[src/rtl/imem_loader_pkg.sv]
// Shared types and constants for the instruction-memory byte loader.
// Optional checksum stage is controlled by IMEM_LOADER_CHECKSUM_EN.
package imem_loader_pkg;

  localparam int LEN_W = 16;

  typedef enum logic [2:0] {
    st_idle   = 3'd0,
    st_len_lo = 3'd1,
    st_len_hi = 3'd2,
    st_data   = 3'd3,
    st_chk    = 3'd4,
    st_done   = 3'd5
  } state_t;

  // States in which the loader consumes a stream byte.
  function automatic logic is_accepting(input state_t s);
    return (s == st_len_lo) || (s == st_len_hi) || (s == st_data) || (s == st_chk);
  endfunction

endpackage

[src/rtl/imem_loader_if.sv]
// Byte-stream input and instruction-memory write port of the loader.
// master = loader side, slave = host receiver / memory side.
interface imem_loader_if #(
  parameter int ADDR_W = 5
);

  // Stream: a byte transfers on a rising edge where in_valid && in_ready;
  // once in_valid is high, in_byte stays stable until that transfer happens,
  // and in_ready never depends on in_valid.
  logic [7:0]        in_byte;
  logic              in_valid;
  logic              in_ready;

  logic              mem_we;
  logic [ADDR_W-1:0] mem_addr;
  logic [7:0]        mem_wdata;

  modport master (
    input  in_byte,
    input  in_valid,
    output in_ready,
    output mem_we,
    output mem_addr,
    output mem_wdata
  );

  modport slave (
    output in_byte,
    output in_valid,
    input  in_ready,
    input  mem_we,
    input  mem_addr,
    input  mem_wdata
  );

endinterface

[src/rtl/imem_byte_writer.sv]
// Registered byte-write stage with address counter; drops bytes once
// MEM_BYTES payload bytes have been written and flags the overflow.
module imem_byte_writer #(
  parameter int MEM_BYTES = 32,
  parameter int ADDR_W    = 5,
  parameter int BASE_ADDR = 0
) (
  input  logic              clk,
  input  logic              reset,
  input  logic              clear,
  input  logic              accept,
  input  logic [7:0]        wr_byte,
  output logic              mem_we,
  output logic [ADDR_W-1:0] mem_addr,
  output logic [7:0]        mem_wdata,
  output logic              ovf
);

  localparam logic [ADDR_W:0]   CAP  = (ADDR_W+1)'(MEM_BYTES);
  localparam logic [ADDR_W-1:0] BASE = ADDR_W'(BASE_ADDR);

  // Payload bytes written so far in this load; saturates at CAP.
  logic [ADDR_W:0] wr_cnt;
  logic            full;

  assign full = (wr_cnt == CAP);
  assign ovf  = accept && full;

  always_ff @(posedge clk or negedge reset) begin
    if (!reset) begin
      mem_we    <= 1'b0;
      mem_wdata <= 8'h00;
      mem_addr  <= BASE;
      wr_cnt    <= '0;
    end else begin
      mem_we <= accept && !full;
      if (accept && !full) begin
        mem_wdata <= wr_byte;
        wr_cnt    <= wr_cnt + (ADDR_W+1)'(1);
      end
      if (clear) begin
        mem_addr <= BASE;
        wr_cnt   <= '0;
      end else if (mem_we) begin
        // Address advances once the write it labelled has gone out.
        mem_addr <= mem_addr + ADDR_W'(1);
      end
    end
  end

endmodule

[src/rtl/imem_loader.sv]
// Length-prefixed byte-stream loader for the instruction memory; holds the
// core in reset until loading completes. Define IMEM_LOADER_CHECKSUM_EN to
// add a trailing XOR checksum byte (CHK state).
module imem_loader
  import imem_loader_pkg::*;
#(
  parameter int MEM_BYTES = 32,
  parameter int ADDR_W    = 5,
  parameter int BASE_ADDR = 0
) (
  input  logic             clk,
  input  logic             reset,
  input  logic             start,
  imem_loader_if.master    bus,
  output logic             busy,
  output logic             done,
  output logic             cpu_hold,
  output logic             err,
  output logic [LEN_W-1:0] byte_cnt,
  output state_t           state_dbg
);

`ifdef IMEM_LOADER_CHECKSUM_EN
  localparam state_t DATA_EXIT = st_chk;
`else
  localparam state_t DATA_EXIT = st_done;
`endif

  state_t           state_q, state_d;
  logic [LEN_W-1:0] len_q;
  logic             accept;
  logic             start_load;
  logic             data_acc;
  logic             len_zero;
  logic             last_byte;
  logic             wr_ovf;
  logic             chk_bad;

  assign bus.in_ready = is_accepting(state_q);
  assign accept       = bus.in_valid && bus.in_ready;
  assign data_acc     = accept && (state_q == st_data);
  assign len_zero     = ({bus.in_byte, len_q[7:0]} == '0);
  assign last_byte    = ((byte_cnt + LEN_W'(1)) == len_q);
  assign state_dbg    = state_q;

  always_ff @(posedge clk or negedge reset) begin
    if (!reset) state_q <= st_idle;
    else        state_q <= state_d;
  end

  always_comb begin
    state_d    = state_q;
    start_load = 1'b0;
    case (state_q)
      st_idle, st_done: begin
        if (start) begin
          state_d    = st_len_lo;
          start_load = 1'b1;
        end
      end
      st_len_lo: if (accept) state_d = st_len_hi;
      st_len_hi: if (accept) state_d = len_zero ? st_done : st_data;
      st_data:   if (accept && last_byte) state_d = DATA_EXIT;
`ifdef IMEM_LOADER_CHECKSUM_EN
      st_chk:    if (accept) state_d = st_done;
`endif
      default:   state_d = st_idle;
    endcase
  end

`ifdef IMEM_LOADER_CHECKSUM_EN
  logic [7:0] csum_q;

  always_ff @(posedge clk or negedge reset) begin
    if (!reset)          csum_q <= 8'h00;
    else if (start_load) csum_q <= 8'h00;
    else if (data_acc)   csum_q <= csum_q ^ bus.in_byte;
  end

  assign chk_bad = accept && (state_q == st_chk) && (bus.in_byte != csum_q);
`else
  assign chk_bad = 1'b0;
`endif

  always_ff @(posedge clk or negedge reset) begin
    if (!reset) begin
      len_q    <= '0;
      byte_cnt <= '0;
      busy     <= 1'b0;
      done     <= 1'b0;
      err      <= 1'b0;
      cpu_hold <= 1'b1;
    end else if (start_load) begin
      byte_cnt <= '0;
      busy     <= 1'b1;
      done     <= 1'b0;
      err      <= 1'b0;
      cpu_hold <= 1'b1;
    end else begin
      if (accept && (state_q == st_len_lo)) len_q[7:0]  <= bus.in_byte;
      if (accept && (state_q == st_len_hi)) len_q[15:8] <= bus.in_byte;
      if (data_acc) byte_cnt <= byte_cnt + LEN_W'(1);
      if (wr_ovf || chk_bad) err <= 1'b1;
      // Status settles one cycle after DONE is entered; an error keeps the
      // core parked in reset.
      if (state_q == st_done) begin
        busy     <= 1'b0;
        done     <= 1'b1;
        cpu_hold <= err;
      end
    end
  end

  imem_byte_writer #(
    .MEM_BYTES (MEM_BYTES),
    .ADDR_W    (ADDR_W),
    .BASE_ADDR (BASE_ADDR)
  ) u_writer (
    .clk       (clk),
    .reset     (reset),
    .clear     (start_load),
    .accept    (data_acc),
    .wr_byte   (bus.in_byte),
    .mem_we    (bus.mem_we),
    .mem_addr  (bus.mem_addr),
    .mem_wdata (bus.mem_wdata),
    .ovf       (wr_ovf)
  );

endmodule

[src/flat_wrapper.sv]
// flat-port wrapper written by rule: the top's interface ports become plain ports
module imem_loader_flat import imem_loader_pkg::*;
#(
  parameter int MEM_BYTES = 32,
  parameter int ADDR_W    = 5,
  parameter int BASE_ADDR = 0
)
  (clk, reset, start, busy, done, cpu_hold, err, byte_cnt, state_dbg, bus_in_byte, bus_in_valid, bus_in_ready, bus_mem_we, bus_mem_addr, bus_mem_wdata);
  imem_loader_if #(.ADDR_W(ADDR_W)) bus_i ();
  input  logic clk;
  input  logic reset;
  input  logic start;
  output logic busy;
  output logic done;
  output logic cpu_hold;
  output logic err;
  output logic [LEN_W-1:0] byte_cnt;
  output state_t state_dbg;
  input wire logic [$bits(bus_i.in_byte)-1:0] bus_in_byte;
  input wire logic [$bits(bus_i.in_valid)-1:0] bus_in_valid;
  output wire logic [$bits(bus_i.in_ready)-1:0] bus_in_ready;
  output wire logic [$bits(bus_i.mem_we)-1:0] bus_mem_we;
  output wire logic [$bits(bus_i.mem_addr)-1:0] bus_mem_addr;
  output wire logic [$bits(bus_i.mem_wdata)-1:0] bus_mem_wdata;
  assign bus_i.in_byte = bus_in_byte;
  assign bus_i.in_valid = bus_in_valid;
  assign bus_in_ready = bus_i.in_ready;
  assign bus_mem_we = bus_i.mem_we;
  assign bus_mem_addr = bus_i.mem_addr;
  assign bus_mem_wdata = bus_i.mem_wdata;
  imem_loader #(.MEM_BYTES(MEM_BYTES), .ADDR_W(ADDR_W), .BASE_ADDR(BASE_ADDR)) u_core (.clk(clk), .reset(reset), .start(start), .bus(bus_i), .busy(busy), .done(done), .cpu_hold(cpu_hold), .err(err), .byte_cnt(byte_cnt), .state_dbg(state_dbg));
endmodule
[config.mk]
export PLATFORM = sky130hd
export DESIGN_NAME = imem_loader_flat
export DESIGN_NICKNAME = d
export VERILOG_FILES = /design/src/rtl/imem_loader_pkg.sv /design/src/rtl/imem_loader_if.sv /design/src/rtl/imem_byte_writer.sv /design/src/rtl/imem_loader.sv /design/src/flat_wrapper.sv
export SDC_FILE = /design/constraint.sdc
export NUM_CORES = 1
export LEC_CHECK = 0
export BUFFER_PORTS_ARGS = -buffer_cell sky130_fd_sc_hd__buf_2
export CAP_MARGIN = 10
export CORE_ASPECT_RATIO = 1.2
export CORE_MARGIN = 4
export CORE_UTILIZATION = 57
export DETAILED_ROUTE_END_ITERATION = 16
export HOLD_SLACK_MARGIN = 0.12
export PLACE_DENSITY = 0.86
export SETUP_SLACK_MARGIN = 0.1
export SLEW_MARGIN = 20
export SYNTH_ARGS = -nofsm -noshare
export SYNTH_HDL_FRONTEND = slang
export SYNTH_SLANG_ARGS = --single-unit
[constraint.sdc]
create_clock -name clk -period 2.5 [get_ports clk]
set_input_delay 0.5 -clock clk [delete_from_list [all_inputs] [get_ports clk]]
set_output_delay 0.5 -clock clk [all_outputs]
set_load 0.01 [all_outputs]
==> metrics.csv, run 1 <==
metric,value,unit
GRT Overall Usage,0.2325,
nets,401,
slowest CP cell,or4_1,
Synth Area in Compound Gates,0.1235,
Logic pwr share,0.302,
"Data required, critical path",2730,ps
largest net degree at the start of global routing,60,
"Slew Viols, Final",0,
Area Overhead vs Synth,15.66,%
DR DRC count,0,
number of synthesis warnings,0,
clock network power share,0.247,
area of the mapped netlist,3243,µm²
number of CTS-inserted buffers,9,
DP HPWL,5.574,mm
core area,5406,µm²
Met3 Wirelength,521,µm
critical path capture point type,flop,
net switching power,1.125,mW
Synth Area in Simple Gates,0.2137,
CTS sink cnt,59,
met2 WL,3.970,mm
WHS,137.2,ps
starting density of the core,0.5999,
syn_area_per_cell,9.888,µm²
# rows,29,
CP arrival,2500,ps
post-synth cell types,50,
Synth Area in XOR/XNOR,0.08102,
die area,6965,µm²
GP Congestion,0.9063,
status,finished clean,
layout cells sized above 1,0.2897,
Int Power,2.102,mW
"Hold-fix buffers, CTS",0,
fin crit period,2268,ps
Lkg Pwr,1.718,nW
global-route wire length before repair,12.92,mm
CTS tree,yes,
PortBufs,49,
asr flop ratio synth,1.000,
IO Pins,50,
drt wl/cell,17.44,µm
reg2reg setup slack,230,ps
unrepaired setup endpoints after global routing,no,
initial drt markers,215,
Synth top area share,0.4475,
Mapped Cells,328,
slew margin rel.,0.6889,
post-DR vias/cell,6.164,
H-tree levels,3,
synth top area cells,"dfrtp_1 (45%), mux2_2 (5.6%), nand2_1 (4.6%), o21ai_0 (4.6%), xnor2_1 (4.6%)",
Clock Tree Buf Depth,2,
main flop type after synthesis,dfrtp_1,
Max Cap Viol,0,
Clock transition at path regs,70,ps
Top delay family on crit path,simple AND/OR/NAND/NOR gates,
Die Ht,90.63,µm
vias in the first global route,2664,
power per cell area,860.4,nW/µm²
Fmax achieved,440.9,MHz
sequential-to-total area share from yosys stat,0.4556,
"area leader, netlist",dfrtp_1,
endpoints failing setup,0,
Total Negative Setup Slacks,0,ps
CTS root buf,clkbuf_8,
Post-synth EDFFs,0,
Setup crit start kind,flop,
die width,76.86,µm
highest metal used,met4,
clock latency on the worst-skew pair,340,ps
final hold vios,0,
crit share post-route,0.9073,
CP Buf/Inv Count,1,
cell breakdown of the critical path,"ha_2, nand3_2, buf_4, nor3b_2, o2111ai_1, or4_1, o31a_1",
Antenna diodes,0,
Hold/Removal Path Class,in2async,
largest family of logic cells by synthesized area,simple AND/OR/NAND/NOR gates,
initial antenna violation count,0,
wire length on met1,3.206,mm
Net Sw Frac,0.3486,
DR vias,2786,
total wire length,7.881,mm
worst slew pin tran,462.4,ps
Mapped Nets,344,
crit path kind,reg2reg,
CP max stage delay,580,ps
gr ovfl total,0,
mux cell area share after synthesis,0.05864,
synthesized-area fraction occupied by adder cells,0.01543,
Layout Skew,8.419,ps
Synth Register Bits,59,
worst vdd ir,662.0,µV
crit-path max FO,10,
DRT Pass-1 Iters,5,
Seq pwr share,0.451,
Final ANT Viol Nets,0,
[cell type report]
cell class | instances | area (µm²)
Multi-Input combinational cell | 243 | 1613
Fill cell | 408 | 1655
Tap cell | 62 | 77.57
Inverter | 8 | 30.03
Timing Repair Buffer | 64 | 370.4
Clock inverter | 4 | 25.02
Sequential cell | 59 | 1480
Clock buffer | 12 | 155.1
[synth_stat cells, types with 2 or more instances]
master and count:
o2111ai_1 2, nand4b_1 2, and4_1 4, nand2_1 40, nand4_1 8, xnor2_1 17
nand3_1 6, nor3b_1 2, buf_6 8, a31oi_1 5, or4_2 2, clkbuf_1 7
a21oi_1 7, dfrtp_1 58, buf_4 3, o21ai_0 30, inv_1 8, nor4_2 3
xor2_1 13, mux2_2 16, or3_1 3, o31ai_1 11, or4_1 3, ha_1 4
nor2_1 30, nor4_1 5, nor3_1 7, and2_1 2
[cells by family after synthesis]
kind of cell,count (synthesis)
and+or+nand+nor,127
AOI/OAI and AO/OA,65
buffers and inverters,26
xor gates and xnor gates,30
DFF,59
adders and majority gates,4
muxes,17
[flip-flops by register name, summed over array words and instances, names as in the netlist]
name and count:
u_core.busy 1, u_core.byte_cnt 16, u_core.cpu_hold 1, u_core.done 1
u_core.err 1, u_core.len_q 16, u_core.state_dbg 3, u_core.u_writer.mem_addr 5
u_core.u_writer.mem_wdata 8, u_core.u_writer.mem_we 1, u_core.u_writer.wr_cnt 6
[cells in the final DEF, fill, tap and decap left out, types with 2 or more instances in the layout]
master       n
nand4_1      8
nand3_1      6
clkinvlp_4   2
o21ai_0     30
a21oi_1      7
dfrtp_1     56
nand4b_1     2
buf_2       49
nor3_1       7
clkbuf_8    11
o31ai_1     11
nor2_1      30
xnor2_1     17
clkinv_2     2
and2_1       2
o2111ai_1    2
or4_1        3
or4_2        2
nor4_2       2
mux2_2      16
inv_1        8
and4_1       4
a31oi_1      5
buf_4       14
xor2_1      13
or3_1        3
dfrtp_2      2
ha_1         3
nor4_1       5
nand2_1     40
[path summary, 6_finish.rpt]
check,endpoint,from,cells after the start
hold / removal,u_core.done,reset,2
setup reg to reg,u_core.state_dbg[1],u_core.byte_cnt[0],7
hold reg to reg,u_core.u_writer.mem_wdata[4],u_core.u_writer.mem_wdata[4],2
min in group clk,u_core.u_writer.mem_wdata[2],bus_in_byte[2],3
setup / recovery,u_core.state_dbg[1],u_core.byte_cnt[0],7
max in group asynchronous,u_core.cpu_hold,reset,2
[power by group through the flow]
| stage | clock network, mW | logic [mW] | registers [mW] |
|---|---|---|---|
| 2_1_floorplan | 0 | 0.651 | 1.44 |
| 3_3_place_gp | 0 | 0.910 | 1.44 |
| 3_5_place_dp | 0 | 0.962 | 1.47 |
| 4_1_cts | 0.811 | 0.974 | 1.45 |
| 5_1_grt | 0.859 | 1.07 | 1.49 |
| 6_report | 0.796 | 0.975 | 1.46 |
[through the flow]
stage	instances	util	total power, mW	cell area, µm²	worst slack [ps]
CTS	451	0.6890	3.238	3725	149.6
global route	452	0.6938	3.423	3751	135.1
global placement	435	0.6556	2.355	3545	294.2
detailed placement	435	0.6556	2.428	3545	177.3
floorplan	328	-	2.090	3243	101.8
finish	452	0.6938	3.228	3751	231.8
[metal layers]
metal / up-vias / track usage
li1: 1298 / -
met1: 1359 / 0.2869
met2: 106 / 0.3699
met3: 23 / 0.07086
met4: 0 / 0.1103
met5: - / 0
[what timing repair did]
| action | in CTS | in global routing |
|---|---|---|
| buffers inserted | 0 | 1 |
| resized for setup | 0 | 5 |
| setup endpoints to repair | 0 | 2 |
| hold endpoints to repair | 0 | 0 |
Power figures use the tool's default switching activity.
==> inputs of run 2 (changes only) <==
--- a/config.mk
+++ b/config.mk
@@ -12,7 +12,7 @@
 export CORE_UTILIZATION = 57
 export DETAILED_ROUTE_END_ITERATION = 16
 export HOLD_SLACK_MARGIN = 0.12
-export PLACE_DENSITY = 0.86
+export PLACE_DENSITY = 0.9
 export SETUP_SLACK_MARGIN = 0.1
 export SLEW_MARGIN = 20
 export SYNTH_ARGS = -nofsm -noshare
==> metrics.csv, run 2 (same netlist as run 1, synthesis figures left out) <==
metric,value,unit,change
DRT Pass-1 Iters,5,,unchanged
drt wl/cell,17.78,µm,+2.0%
most frequent cells in the layout,"dfrtp_1 (56), buf_2 (49), nand2_1 (40)",,
unrepaired setup endpoints after global routing,no,,
slew margin rel.,0.6093,,-0.07955
GRT Overall Usage,0.2348,,+0.002345
total wire length,7.983,mm,+1.3%
CP arrival,2570,ps,+70 ps
die area,6965,µm²,unchanged
nets,398,,-0.75%
status,finished clean,,
power per cell area,910.4,nW/µm²,+5.8%
Clock Tree Buf Depth,2,,unchanged
CTS sink cnt,59,,unchanged
"Hold-fix buffers, CTS",0,,unchanged
Regs by FF count,"u_core.byte_cnt: 16 flops, u_core.len_q: 16 flops, u_core.u_writer.mem_wdata: 8 flops",,
Max Cap Viol,0,,unchanged
crit-path max FO,10,,unchanged
Clock transition at path regs,60,ps,about the same
gr ovfl total,0,,unchanged
Setup crit start kind,flop,,
Placed Instance Area,3517,µm²,-0.78%
crit path kind,reg2reg,,
PnR Total Power,3.410,mW,+5.7%
worst vdd ir,713.0,µV,+7.7%
multi-input combinational cell area,1614,µm²,about the same
largest net degree at the start of global routing,29,,-52%
"Data required, critical path",2730,ps,about the same
worst slew pin tran,586.0,ps,+123.6 ps
DP HPWL,5.608,mm,+0.62%
Area Overhead vs Synth,15.51,%,
vias in the first global route,2769,,+3.9%
Layout Skew,7.366,ps,-1.052 ps
final hold vios,0,,unchanged
endpoints failing setup,0,,unchanged
die width,76.86,µm,unchanged
DR DRC count,0,,unchanged
Total Negative Setup Slacks,0,ps,unchanged
GP Congestion,0.9214,,+1.7%
starting density of the core,0.5999,,unchanged
initial antenna violation count,0,,unchanged
PortBufs,49,,unchanged
CTS tree,yes,,
H-tree levels,3,,unchanged
fin crit period,2343,ps,+74.84 ps
pre-CTS setup slack,139.3,ps,-38.01 ps
storage element area,1480,µm²,unchanged
IO Pins,50,,unchanged
Hold/Removal Path Class,in2async,,
# rows,29,,unchanged
core area,5406,µm²,unchanged
setup ws final,156.9,ps,-74.84 ps
"Slew Viols, Final",0,,unchanged
post-DR vias/cell,6.283,,+1.9%
crit share post-route,0.9372,,+0.02994
Lkg Pwr,1.698,nW,-1.1%
Die Ht,90.63,µm,unchanged
Antenna diodes,0,,unchanged
layout cells sized above 1,0.2817,,-0.008090
"most common cell after layout, fill and taps aside",dfrtp_1,,
initial drt markers,302,,+40%
global-route wire length before repair,13.12,mm,+1.6%
post-CTS setup buffer count,0,,unchanged
Filler cells,378,,-7.4%
critical path capture point type,flop,,
Final ANT Viol Nets,0,,unchanged
number of CTS-inserted buffers,9,,unchanged
clock latency on the worst-skew pair,340,ps,about the same
CTS root buf,clkbuf_8,,
post-route cell area,3746,µm²,-0.13%
DR vias,2821,,+1.3%
Fmax achieved,426.8,MHz,-3.2%
==> run 2: cell type report <==
| type | instances | share of cell area |
|---|---|---|
| clock inverters | 5 | 0.02071 |
| multi-input cells | 243 | 0.4309 |
| repair buffers | 61 | 0.08951 |
| clock buffers | 11 | 0.03507 |
| flip-flops and latches | 59 | 0.3951 |
| inverters | 8 | 0.008016 |
| well taps | 62 | 0.02071 |
==> run 2: stage by stage <==
stage	utilization	hold slack (ps)	instances
3_3_place_gp	0.6505	455.1	433
2_1_floorplan	-	204.4	328
3_5_place_dp	0.6505	457.3	433
4_1_cts	0.6897	168.9	449
6_report	0.6929	156.5	449
5_1_grt	0.6929	195.4	449
==> run 2: metal layers <==
metal  share of wire  track usage  routed length, µm  vias to the layer above
li1                -            -                  -                     1287
met1            0.41       0.2972               3269                     1375
met2            0.50       0.3808               3990                      133
met3           0.062      0.04790                498                       26
met4           0.028       0.1163                223                        0
met5               0            0                  0                        -
==> run 2: what timing repair did <==
item                                    CTS  global route
pin swaps                                 0             1
endpoints found under the hold margin     0             0
endpoints found under the setup margin    1             2
resized for setup                         1             4
==> run 2: final timing paths <==
path	start	end	slack [ps]	cells past startpoint
hold reg to reg	u_core.u_writer.mem_wdata[3]	u_core.u_writer.mem_wdata[3]	480	2
max in group asynchronous	reset	u_core.cpu_hold	1620	2
setup reg to reg	u_core.byte_cnt[1]	u_core.state_dbg[1]	160	7
hold / removal	reset	u_core.u_writer.mem_addr[3]	160	1
min in group clk	bus_in_byte[2]	u_core.u_writer.mem_wdata[2]	410	3
setup / recovery	u_core.byte_cnt[1]	u_core.state_dbg[1]	160	7
==> run 2: critical path, stage by stage, from the launching register on <==
cell and delay (ps):
dfrtp_2 440, ha_4 190, nand3_2 140, buf_4 220, o31ai_1 310, nand4b_1 180
or4_1 460, o31a_1 290
==> run 2: power by group <==
group / internal [mW] / total [mW] / switching (mW) / leakage, nW
logic: 0.493 / 0.988 / 0.495 / 0.855
registers: 1.20 / 1.48 / 0.278 / 0.740
clock network: 0.558 / 0.941 / 0.383 / 0.103
total: 2.26 / 3.41 / 1.16 / 1.70
